==> src/rtl/mem_rr_arbiter_pkg.sv <==
// Shared definitions for the round-robin memory arbiter: FSM encoding and requester count.
// Imported by the arbiter top and its priority picker.
package mem_rr_arbiter_pkg;

    localparam int NUM_REQ = 4;
    localparam int SEL_W   = 2;

    typedef enum logic [1:0] {
        ST_IDLE   = 2'd0,
        ST_ACCESS = 2'd1,
        ST_DONE   = 2'd2
    } state_e;

    function automatic logic [NUM_REQ-1:0] onehot(input logic [SEL_W-1:0] idx);
        return NUM_REQ'(1) << idx;
    endfunction

endpackage

==> src/rtl/mem_rr_arbiter_rr_priority_pick.sv <==
// Combinational round-robin pick: first requester after ptr (ptr+1, ptr+2, ... mod 4).
// valid is low when no requester is active.
module rr_priority_pick
    import mem_rr_arbiter_pkg::*;
(
    input  logic [NUM_REQ-1:0] req,
    input  logic [SEL_W-1:0]   ptr,
    output logic               valid,
    output logic [SEL_W-1:0]   idx
);

    logic [SEL_W-1:0] cand;

    // Walk from the farthest candidate (ptr itself) to the nearest so the nearest wins.
    always_comb begin
        valid = 1'b0;
        idx   = '0;
        cand  = '0;
        for (int k = NUM_REQ; k >= 1; k--) begin
            cand = ptr + SEL_W'(k);
            if (req[cand]) begin
                valid = 1'b1;
                idx   = cand;
            end
        end
    end

endmodule

==> src/rtl/mem_rr_arbiter.sv <==
// Round-robin arbiter sharing one single-port memory among 4 requesters.
// IDLE picks a requester, ACCESS holds the memory MEM_LAT cycles, DONE pulses ack.
module mem_rr_arbiter
    import mem_rr_arbiter_pkg::*;
#(
    parameter int AW      = 32,
    parameter int DW      = 32,
    parameter int MEM_LAT = 2
) (
    input  logic                 clk,
    input  logic                 rst,
    input  logic [3:0]           req,
    input  logic [3:0]           we,
    input  logic [4*AW-1:0]      addr_flat,
    input  logic [4*DW-1:0]      wdata_flat,
    output logic [3:0]           gnt,
    output logic [3:0]           ack,
    output logic [DW-1:0]        rdata,
    output logic [1:0]           mem_sel,
    output logic                 mem_en,
    output logic                 mem_we,
    output logic [AW-1:0]        mem_addr,
    output logic [DW-1:0]        mem_wdata,
    input  logic [DW-1:0]        mem_rdata,
    output logic [1:0]           dbg_state
);

    localparam int CNT_W = (MEM_LAT > 1) ? $clog2(MEM_LAT) : 1;
    localparam logic [CNT_W-1:0] CNT_LAST = CNT_W'(MEM_LAT - 1);

    state_e               state_q, state_d;
    logic [SEL_W-1:0]     ptr_q, ptr_d;
    logic [SEL_W-1:0]     sel_q, sel_d;
    logic [CNT_W-1:0]     cnt_q, cnt_d;
    logic [NUM_REQ-1:0]   gnt_q, gnt_d;
    logic [NUM_REQ-1:0]   ack_q, ack_d;
    logic [DW-1:0]        rdata_q, rdata_d;

    logic                 pick_valid;
    logic [SEL_W-1:0]     pick_idx;
    logic [AW-1:0]        addr_mux;
    logic [DW-1:0]        wdata_mux;
    logic                 we_mux;

    rr_priority_pick u_pick (
        .req   (req),
        .ptr   (ptr_q),
        .valid (pick_valid),
        .idx   (pick_idx)
    );

    // 4:1 mux of the granted requester's address, write data and write enable.
    always_comb begin
        addr_mux  = '0;
        wdata_mux = '0;
        we_mux    = 1'b0;
        for (int i = 0; i < NUM_REQ; i++) begin
            if (sel_q == SEL_W'(i)) begin
                addr_mux  = addr_flat[i*AW +: AW];
                wdata_mux = wdata_flat[i*DW +: DW];
                we_mux    = we[i];
            end
        end
    end

    always_comb begin
        state_d = state_q;
        ptr_d   = ptr_q;
        sel_d   = sel_q;
        cnt_d   = cnt_q;
        gnt_d   = gnt_q;
        ack_d   = '0;
        rdata_d = rdata_q;
        case (state_q)
            ST_IDLE: begin
                if (pick_valid) begin
                    sel_d   = pick_idx;
                    ptr_d   = pick_idx;
                    gnt_d   = onehot(pick_idx);
                    cnt_d   = '0;
                    state_d = ST_ACCESS;
                end
            end
            ST_ACCESS: begin
                if (cnt_q == CNT_LAST) begin
                    // Writes leave rdata holding the last read result.
                    if (!we_mux) begin
                        rdata_d = mem_rdata;
                    end
                    gnt_d   = '0;
                    ack_d   = onehot(sel_q);
                    state_d = ST_DONE;
                end else begin
                    cnt_d = cnt_q + CNT_W'(1);
                end
            end
            ST_DONE: begin
                state_d = ST_IDLE;
            end
            default: begin
                gnt_d   = '0;
                state_d = ST_IDLE;
            end
        endcase
    end

    always_ff @(posedge clk) begin
        if (rst) begin
            state_q <= ST_IDLE;
            ptr_q   <= 2'd3;
            sel_q   <= '0;
            cnt_q   <= '0;
            gnt_q   <= '0;
            ack_q   <= '0;
            rdata_q <= '0;
        end else begin
            state_q <= state_d;
            ptr_q   <= ptr_d;
            sel_q   <= sel_d;
            cnt_q   <= cnt_d;
            gnt_q   <= gnt_d;
            ack_q   <= ack_d;
            rdata_q <= rdata_d;
        end
    end

    assign mem_en    = (state_q == ST_ACCESS);
    assign mem_we    = mem_en & we_mux;
    assign mem_addr  = addr_mux;
    assign mem_wdata = wdata_mux;
    assign mem_sel   = sel_q;
    assign gnt       = gnt_q;
    assign ack       = ack_q;
    assign rdata     = rdata_q;
    assign dbg_state = state_q;

endmodule

==> config.mk <==
export PLATFORM = sky130hd
export DESIGN_NAME = mem_rr_arbiter
export DESIGN_NICKNAME = d
export VERILOG_FILES = /design/src/rtl/mem_rr_arbiter_pkg.sv /design/src/rtl/mem_rr_arbiter_rr_priority_pick.sv /design/src/rtl/mem_rr_arbiter.sv
export SDC_FILE = /design/constraint.sdc
export NUM_CORES = 1
export LEC_CHECK = 0
export ABC_AREA = 1
export ABC_CLOCK_PERIOD_IN_PS = 2900
export BUFFER_PORTS_ARGS = -buffer_cell sky130_fd_sc_hd__buf_2
export CAP_MARGIN = 40
export CORE_AREA = 2 2 160 162
export DETAILED_ROUTE_END_ITERATION = 10
export DIE_AREA = 0 0 162 164
export GPL_TIMING_DRIVEN = 1
export HOLD_SLACK_MARGIN = 0.06
export PLACE_DENSITY = 0.42
export SETUP_SLACK_MARGIN = 0.3
export SYNTH_ARGS = -nofsm -noshare
export SYNTH_HDL_FRONTEND = slang
export SYNTH_SLANG_ARGS = --single-unit
==> constraint.sdc <==
create_clock -name clk -period 2.9 [get_ports clk]
set_input_delay 0.29 -clock clk [delete_from_list [all_inputs] [get_ports clk]]
set_output_delay 0.29 -clock clk [all_outputs]
set_load 0.02 [all_outputs]
==> impl_metrics.toml <==
[outcome]
status = "complete, no violations"

[pwr]
leakage_nw = 3.087
ir_worst_vdd_mv = 0.3354
powerDensity_nw_per_um2 = 893.7

[floorplanning]
ioPinCount = 408
core_area_sq_um = 24820
dieArea_sq_um = 26570
die_x_microns = 162
num_rows = 58
initial_core_util = 0.1417
die_h_microns = 164

[sta]
finalSetupViolCount = 0
min_period_ns = 2.364
hold_viol_final = 0
tns_ns = 0
final.setup.worst_slack_ns = 0.5362
drv_slew = 0
period_share = 0.8151
rsz0062_at_grt = "false"
max_slew_margin = 0.5574
tightest_slew_ns = 0.6615
clock_skew_ns = 0.002185
fmaxAchievable_mhz = 423.1

[synth]
synth_area_sq_um = 3517
syn_nets = 892
syn_avg_cell_area_sq_um = 5.921
yosysWarningCount = 0
syn_inst = 594
synth.distinct_cells = 23
ys_seq_area_frac = 0.2675
synth_seq_cells = 47

[global_routing]
grt.overflow.total = 0
grt_max_degree = 48
antenna_found_initial = 5
grt_pass1_wl_microns = 30750
grt_pass1_vias = 5436
track_usage = 0.1465

[worst_setup_path]
crit_path_start_kind = "flop"
worst-path-max-fanout = 47
path_class = "reg2out"
cp-end-kind = "output port"
worstPathArrival_ns = 2.07
crit_required_ns = 2.61

[clock_tree]
insertion_delay_ns = 0.28
cts_resized = 0
cts_tree = "built"
h-tree-depth = 2
cts_buffers = 5
cts_hold_buf = 0
clkSinkCount = 47
post_cts_buffers = 0
clock_path_buffers = 2
cts_root_buf = "clkbuf_16"
clk_pin_slew_ns = 0.06

[detailed_routing]
vias = 5662
drt_first_pass_iters = 5
ant_nets = 0
drc = 0
avgRoutedWirePerCell_microns = 16.18
avgViaCountPerCell = 4.339
drt_wl_total_microns = 21120
drt_iter0_markers = 286

[hold_path]
hold_class = "in2reg"

[placed_design]
post-place-cells = 1293
dp_hpwl_microns = 16980
placed_area_sq_um = 5852
place_congestion = 0.7903
port_buffers = 407
dp_slack_ns = 0.6543

[cells_and_area]
final_nets = 1268
fin_cells = 1305
multi_input_area_sq_um = 2266
drive_gt1_frac = 0.4531
seqCellArea_sq_um = 945.9
area_growth_pct = 70.83
final_area_sq_um = 6008
n_fill_cell = 2956

[run]
drv_cap = 0
[metrics by stage]
step / hold WS [ns] / power, mW / utilization
CTS: 0.2653 / 5.453 / 0.2415
detailed placement: 0.4501 / 4.869 / 0.2358
floorplan: 0.4544 / 3.420 / -
finish: 0.2733 / 5.369 / 0.2421
global placement: 0.4467 / 4.884 / 0.2358
global route: 0.2817 / 5.816 / 0.2421
[Yosys cell counts, drive strengths merged]
master | instances | area (sq um)
a211oi | 1 | 7.510
a21oi | 71 | 355.3
a221oi | 31 | 271.5
buf | 28 | 152.6
clkbuf | 21 | 78.83
dfxtp | 47 | 940.9
inv | 23 | 86.33
nand2 | 213 | 802.0
nand3 | 77 | 385.4
nand4 | 34 | 212.7
nor2 | 39 | 158.9
nor3 | 3 | 26.28
o211ai | 2 | 15.01
o21ai | 4 | 23.77
[worst max-delay path, stage by stage, from the launching register on]
cell and delay [ns]:
dfxtp_4 0.43, nand2_1 0.13, clkinv_2 0.29, buf_12 0.29
a221oi_1 0.34, a21oi_1 0.10, buf_2 0.17
[state kept, by name, indices dropped and copies added, names as in the netlist]
signal,cells
rdata,32
mem_sel,2
dbg_state,2
gnt,4
ack,4
ptr_q,2
cnt_q,1
[area by class of cell]
cell class              instances  share of cell area
repair buffers                418              0.3569
clock inverters                 2            0.002082
clock buffers                   6             0.02145
inverters                      23             0.01458
well taps                     330             0.06872
diodes                          4            0.001666
flip-flops and latches         47              0.1574
multi-input cells             475              0.3771
[cell families after synthesis]
family / Yosys count / share of synthesized area
AOI/OAI and AO/OA: 109 / 0.1914
and+or+nand+nor: 366 / 0.4507
DFF: 47 / 0.2675
buffers and inverters: 72 / 0.09036
[power by group]
group	switching [mW]	total, mW	internal (mW)
Clock	0.242	0.561	0.318
Sequential	0.108	0.828	0.721
Combinational	2.69	3.98	1.29
[cell usage in the layout, fill, tap and decap left out, drive strengths merged]
cell type,synthesis,final
buf,28,418
nand2,213,213
nand3,77,77
a21oi,71,71
dfxtp,47,47
nor2,39,39
nand4,34,34
a221oi,31,31
inv,23,22
clkbuf,21,6
diode,0,4
o21ai,4,4
nor3,3,3
clkinv,0,2
o211ai,2,2
a211oi,1,1
clkinvlp,0,1
[layer usage]
layer,global-route usage,part of all wire
met2,0.2544,0.49
met1,0.1856,0.42
met3,0.02904,0.066
met4,0.03781,0.016
met5,0,0.00076
[final timing paths]
| kind | end | slack [ns] | cells after the start | from |
|---|---|---|---|---|
| max reg2reg | rdata[28]$_SDFFE_PP0P_ | 0.87 | 9 | mem_sel[0]$_SDFFE_PP0P_ |
| min reg2reg | rdata[16]$_SDFFE_PP0P_ | 0.46 | 2 | rdata[16]$_SDFFE_PP0P_ |
| max | mem_wdata[12] | 0.54 | 6 | mem_sel[0]$_SDFFE_PP0P_ |
| min | rdata[31]$_SDFFE_PP0P_ | 0.27 | 3 | mem_rdata[31] |
(Power assumes the default switching activity.)
